`config.mk`:
```
export PLATFORM = sky130hd
export DESIGN_NAME = uart_tx_arbiter
export DESIGN_NICKNAME = d
export VERILOG_FILES = /design/src/rtl/uart_arb_pkg.sv /design/src/rtl/rr_pick.sv /design/src/rtl/uart_tx_arbiter.sv
export SDC_FILE = /design/constraint.sdc
export NUM_CORES = 1
export LEC_CHECK = 0
export ABC_CLOCK_PERIOD_IN_PS = 3140
export CORE_MARGIN = 4
export CORE_UTILIZATION = 25
export CTS_BUF_LIST = sky130_fd_sc_hd__clkbuf_8
export CTS_CLUSTER_SIZE = 30
export DETAILED_ROUTE_END_ITERATION = 8
export GPL_TIMING_DRIVEN = 0
export HOLD_SLACK_MARGIN = 0.03
export PLACE_DENSITY = 0.55
export SYNTH_ARGS = -nofsm -noshare
export SYNTH_HDL_FRONTEND = slang
export SYNTH_SLANG_ARGS = --single-unit
```
`constraint.sdc`:
```
create_clock -name clk -period 3.14 [get_ports clk]
set_input_delay 0.942 -clock clk [delete_from_list [all_inputs] [get_ports clk]]
set_output_delay 0.942 -clock clk [all_outputs]
set_load 0.01 [all_outputs]
```
`src/rtl/uart_arb_pkg.sv`:
```
// rtl/uart_arb_pkg.sv - shared types and helpers for the UART TX frame arbiter
package uart_arb_pkg;

    typedef enum logic [1:0] {
        IDLE = 2'd0,
        XFER = 2'd1,
        GAP  = 2'd2
    } arbState_t;

    // Width of a counter that must hold 0..maxVal; never narrower than one bit.
    function automatic int cntWidth(input int maxVal);
        int w;
        w = $clog2(maxVal + 1);
        return (w < 1) ? 1 : w;
    endfunction

endpackage

```
`src/rtl/rr_pick.sv`:
```
// rtl/rr_pick.sv - combinational round-robin picker: first set request at or above ptr, wrapping
module rr_pick
    import uart_arb_pkg::*;
#(
    parameter int N  = 2,
    parameter int PW = (N > 1) ? $clog2(N) : 1
) (
    input  logic [N-1:0]  req,
    input  logic [PW-1:0] ptr,
    output logic          any,
    output logic [PW-1:0] idx
);

    logic [PW:0] cand;
    logic        found;

    // Walk the requesters starting at ptr; the first active one wins.
    always_comb begin
        any   = |req;
        idx   = '0;
        found = 1'b0;
        cand  = '0;
        for (int i = 0; i < N; i++) begin
            cand = {1'b0, ptr} + (PW+1)'(i);
            if (cand >= (PW+1)'(N)) begin
                cand = cand - (PW+1)'(N);
            end
            if (!found && req[cand[PW-1:0]]) begin
                found = 1'b1;
                idx   = cand[PW-1:0];
            end
        end
    end

endmodule

```
`src/rtl/uart_tx_arbiter.sv`:
```
// rtl/uart_tx_arbiter.sv - frame-level round-robin arbiter sharing one UART byte transmitter
module uart_tx_arbiter
    import uart_arb_pkg::*;
#(
    parameter  int NUM_REQ       = 2,
    parameter  int GAP_CYCLES    = 234,
    parameter  int STALL_TIMEOUT = 270000,
    localparam int IDW           = $clog2(NUM_REQ)
) (
    input  logic                 clk,
    input  logic                 rst_n,
    input  logic [NUM_REQ-1:0]   req_valid,
    input  logic [NUM_REQ*8-1:0] req_data,
    input  logic [NUM_REQ-1:0]   req_last,
    output logic [NUM_REQ-1:0]   req_ready,
    output logic                 tx_valid,
    output logic [7:0]           tx_data,
    input  logic                 tx_ready,
    output logic [IDW-1:0]       grant_id,
    output logic                 busy,
    output logic                 abort
);

    localparam int GW = cntWidth(GAP_CYCLES);
    localparam int SW = cntWidth(STALL_TIMEOUT);
    localparam logic [IDW-1:0] LAST_ID   = IDW'(NUM_REQ - 1);
    localparam logic [GW-1:0]  GAP_END   = GW'(GAP_CYCLES - 1);
    localparam logic [SW-1:0]  STALL_END = SW'(STALL_TIMEOUT - 1);

    arbState_t      state;
    arbState_t      nextState;
    logic [IDW-1:0] rrPtr;
    logic [IDW-1:0] pickIdx;
    logic [IDW-1:0] nextId;
    logic           pickAny;
    logic [SW-1:0]  stallCnt;
    logic [GW-1:0]  gapCnt;
    logic           grantValid;
    logic           grantLast;
    logic           frameDone;
    logic           stallHit;
    logic           leaveXfer;

    rr_pick #(
        .N  (NUM_REQ),
        .PW (IDW)
    ) uPick (
        .req (req_valid),
        .ptr (rrPtr),
        .any (pickAny),
        .idx (pickIdx)
    );

    assign grantValid = req_valid[grant_id];
    assign grantLast  = req_last[grant_id];
    assign frameDone  = grantValid & tx_ready & grantLast;
    // A source with valid high is never stalled, even when the UART holds off.
    assign stallHit   = (STALL_TIMEOUT != 0) && !grantValid && (stallCnt == STALL_END);
    assign leaveXfer  = (state == XFER) && (frameDone || stallHit);
    assign nextId     = (grant_id == LAST_ID) ? '0 : grant_id + IDW'(1);
    assign busy       = (state != IDLE);

    // State register.
    always_ff @(posedge clk) begin
        if (!rst_n) begin
            state <= IDLE;
        end else begin
            state <= nextState;
        end
    end

    // Next-state decode: grant on any request, leave a frame on last byte or timeout.
    always_comb begin
        nextState = state;
        case (state)
            IDLE: if (pickAny) nextState = XFER;
            XFER: if (frameDone || stallHit) nextState = (GAP_CYCLES == 0) ? IDLE : GAP;
            GAP:  if (gapCnt == GAP_END) nextState = IDLE;
            default: nextState = IDLE;
        endcase
    end

    // Grant, rotation pointer, stall/gap counters and the registered abort pulse.
    always_ff @(posedge clk) begin
        if (!rst_n) begin
            rrPtr    <= '0;
            grant_id <= '0;
            stallCnt <= '0;
            gapCnt   <= '0;
            abort    <= 1'b0;
        end else begin
            abort <= (state == XFER) && stallHit;
            if (state == IDLE && pickAny) begin
                grant_id <= pickIdx;
            end
            if (leaveXfer) begin
                rrPtr <= nextId;
            end
            if (STALL_TIMEOUT != 0 && state == XFER && !leaveXfer && !grantValid) begin
                stallCnt <= stallCnt + SW'(1);
            end else begin
                stallCnt <= '0;
            end
            if (state == GAP && gapCnt != GAP_END) begin
                gapCnt <= gapCnt + GW'(1);
            end else begin
                gapCnt <= '0;
            end
        end
    end

    // Byte pass-through from the granted requester; everything quiet outside XFER.
    always_comb begin
        tx_valid  = 1'b0;
        tx_data   = 8'h00;
        req_ready = '0;
        if (state == XFER) begin
            tx_valid = grantValid;
            for (int i = 0; i < NUM_REQ; i++) begin
                if (IDW'(i) == grant_id) begin
                    tx_data      = req_data[i*8 +: 8];
                    req_ready[i] = tx_ready;
                end
            end
        end
    end

endmodule

```
==> summary.txt <==
Route
  • First-pass DRT Iterations: 4
  • ANT nets after route: 0
  • Drc violations: 0
  • Vias per cell: 4.62
  • 1st-iter DRT viols: 29
  • Total Routed Length: 3.49 mm
  • Via count: 1,408
  • DR WL/cell: 11.5 um

Floorplan
  • Row count: 28
  • Die width: 87.8 um
  • Die height: 87.8 um
  • Core region area: 6060 um^2
  • Ports: 37
  • Initial Util: 26.3%
  • Die area: 7710 um^2

Cells and area
  • Filler cells: 636
  • Nets: 256
  • Most frequent cells in the layout: nor2_1 (38), dfxtp_1 (32), clkdlybuf4s50_1 (32)
  • Fin util: 35.7%
  • Layout cells sized above 1: 6.52%
  • Most common cell after layout, fill and taps aside: nor2_1
  • Area Overhead vs Synth: 35.8%
  • Ant diodes: 0

Clocking
  • H-tree Lvls: 2
  • Root buffer cell: clkbuf_8
  • CTS clock-pin slew for the worst setup and hold paths: 70 ps
  • Setup repair bufs after CTS: 0
  • Hold buffer count at cts: 0
  • Clk_lat worst skew: 280 ps
  • Number of CTS-inserted buffers: 5
  • Clk sink count: 32
  • Resized Gates After CTS: 3
  • TritonCTS clock tree: done
  • Clock buffer depth: 2

Power and ir drop
  • Switching share of power: 24.0%
  • Clock network power share: 37.9%
  • Pwr dens: 419 nW/um^2
  • Sequential Power Share: 45.9%
  • Worst vdd ir: 0.171 mV
  • Net Sw Power: 217 uW
  • LEAKAGE: 0.000779 uW
  • Cell internal pwr: 689 uW
  • Logic gate share of total power: 16.2%

Worst setup path
  • Top Family by Delay on Critical Path: buffers and inverters
  • Crit path DAT: 2110 ps
  • Worst-path maximum fanout: 1
  • Worst stage delay on the critical path: 550 ps
  • Worst r2r path cells: 6
  • R2r setup slk: 1210 ps
  • CP Cell Sequence: clkdlybuf4s50_1 -> mux2i_1 -> nor2_1 -> clkdlybuf4s50_1
  • Crit end category: primary output
  • CP Buf/Inv Count: 2
  • Most frequent CP cell: clkdlybuf4s50_1
  • RR Startpoint: stallCnt[0]$_SDFF_PN0_
  • Worst r2r dst: stallCnt[14]$_SDFF_PN0_
  • Startpoint Class: input port
  • Critical path class: input port to primary output
  • CP max stage cell: clkdlybuf4s50_1
  • CP Data Required Time: 2200 ps

Timing
  • RSZ-0062 raised after global routing: false
  • Layout Skew: 3.49 ps
  • Setup TNS: 0 ps
  • Post-layout minimum cycle time: 3060 ps
  • Fmax achieved: 327 MHz
  • Worst-Margin Slew: 479 ps
  • Count of final setup violators: 0
  • Final Hold Viols: 0
  • Max Slew Vio Count: 0
  • Max-slew headroom: 68.0%
  • Tcrit/Tclk final: 97.3%

Logic synthesis
  • Synth Area per Inst: 8.52 um^2
  • Post-Syn Nets: 213
  • Mapped Area: 1590 um^2
  • Seq cells post-synth: 32
  • Synth cell types: 37
  • Synth Area in Compound Gates: 6.13%
  • Synthesis Warnings: 0
  • Post-Synth Simple-Gate Area: 31.4%
  • Sequential element share of the synthesized area: 40.2%
  • Post-Synth Adder-Cell Area: 2.36%
  • Mux share of post-synthesis cell area: 6.28%
  • Largest family of logic cells by synthesized area: simple AND/OR/NAND/NOR gates
  • Synthesized instance count: 187
  • XOR/XNOR Fraction of Synth Area: 11.0%

Placement
  • Port Buf Inserts: 36
  • DP Wirelength: 2.57 mm
  • Gp weighted congestion: 0.718

Worst hold path
  • Worst Hold Depth: 2
  • Worst Hold Launch: rrPtr$_SDFFE_PN0P_
  • HP Class: flip-flop to flip-flop
  • Worst Hold End: rrPtr$_SDFFE_PN0P_

GRT
  • Global route total overflow: 0
  • Global-route usage over all layers: 9.85%
  • Pin count of the biggest net entering global routing: 11
  • Global-route wire length before repair: 6.04 mm
  • Initial antenna violation count: 0
  • Number of global-route vias before repair: 1,371

Run status
  • Status: complete, no violations

Job
  • Maxcap violations: 0
[cell type report]
| type | count | area (um^2) | share of cell area, % |
|---|---|---|---|
| repair buffers | 36 | 367 | 16.9 |
| plain buffers | 6 | 27.5 | 1.27 |
| flip-flops and latches | 32 | 641 | 29.6 |
| well taps | 75 | 93.8 | 4.34 |
| inverters | 4 | 15.0 | 0.694 |
| clock buffers | 7 | 96.3 | 4.45 |
| multi-input cells | 145 | 923 | 42.7 |
[worst register-to-register path, stage by stage (launching register included)]
cell,delay [ps]
dfxtp_1,370
ha_1,210
and3_1,230
nand4_1,210
o211ai_2,480
buf_4,260
nor2_1,60
[power by group through the flow]
stage	combinational [uW]	clock (uW)	sequential (uW)
3_5_place_dp	147	0	425
2_1_floorplan	65.7	0	425
4_1_cts	148	359	416
6_report	147	343	416
3_3_place_gp	146	0	425
5_1_grt	161	380	416
[routing by layer]
metal  vias to the layer above  share of wire (%)  wire [um]  GRT usage [%]
li1                        733                  -          -              -
met1                       646                 48       1670           12.8
met2                        23                 44       1540           15.1
met3                         6                6.8        236           3.20
met4                         0                1.1         39           3.77
met5                         -                  0          0              0
[Yosys cell counts (all sizes together)]
cell type   n  area [um^2]
nor3        3         15.0
o31ai       1         7.51
o22ai       1         6.26
buf         2         11.3
and4bb      1         12.5
nor4        3         18.8
and3        5         31.3
nor4b       1         8.76
a21oi       3         15.0
inv         4         15.0
xor2       10         87.6
and2        2         12.5
a32oi       1         8.76
ha          3         37.5
and3b       1         8.76
o211ai      2         20.0
o21ai       6         30.0
nor2b       2         12.5
dfxtp      32          641
xnor2      10         87.6
nand3       7         40.0
and4        3         27.5
or4         1         11.3
nand2      14         52.6
or3         4         25.0
nor2       38          143
nand2b      3         18.8
clkbuf      4         15.0
nand4       9         62.6
mux2i      10          100
a21bo       1         10.0
[sequential cells by signal (all words and copies together) (netlist names)]
register / cells
stallCnt: 19
gapCnt: 8
state: 2
abort: 1
grant_id: 1
rrPtr: 1
[worst max path at each step]
stage	cells past startpoint	start	to
finish	4	req_data[8]	tx_data[0]
global route	4	req_data[12]	tx_data[4]
CTS	4	req_valid[1]	tx_valid
detailed placement	4	req_valid[0]	tx_valid
global placement	4	req_valid[0]	tx_valid
floorplan	2	req_valid[1]	tx_valid
[cells by family (layout without fill, tap and decap cells)]
| kind of cell | count (synthesis) | count (layout) |
|---|---|---|
| AND/OR/NAND/NOR | 97 | 97 |
| flip-flops | 32 | 32 |
| XOR/XNOR | 20 | 20 |
| AO/OA/AOI/OAI | 15 | 15 |
| multiplexers | 10 | 10 |
| buffers and inverters | 10 | 53 |
| adder cells (fa/ha/maj) | 3 | 3 |
[through the flow]
stage | worst slack [ps] | power [uW] | hold WS [ps] | cells | instance area [um^2]
after CTS | -58.8 | 923 | 471 | 305 | 2150
after detailed placement | -132 | 572 | 456 | 298 | 2050
final | 84.6 | 906 | 467 | 305 | 2160
after global placement | -137 | 571 | 449 | 298 | 2050
after floorplan | 886 | 491 | 430 | 187 | 1590
after global routing | 17.6 | 958 | 490 | 305 | 2160
(Power assumes the default switching activity.)
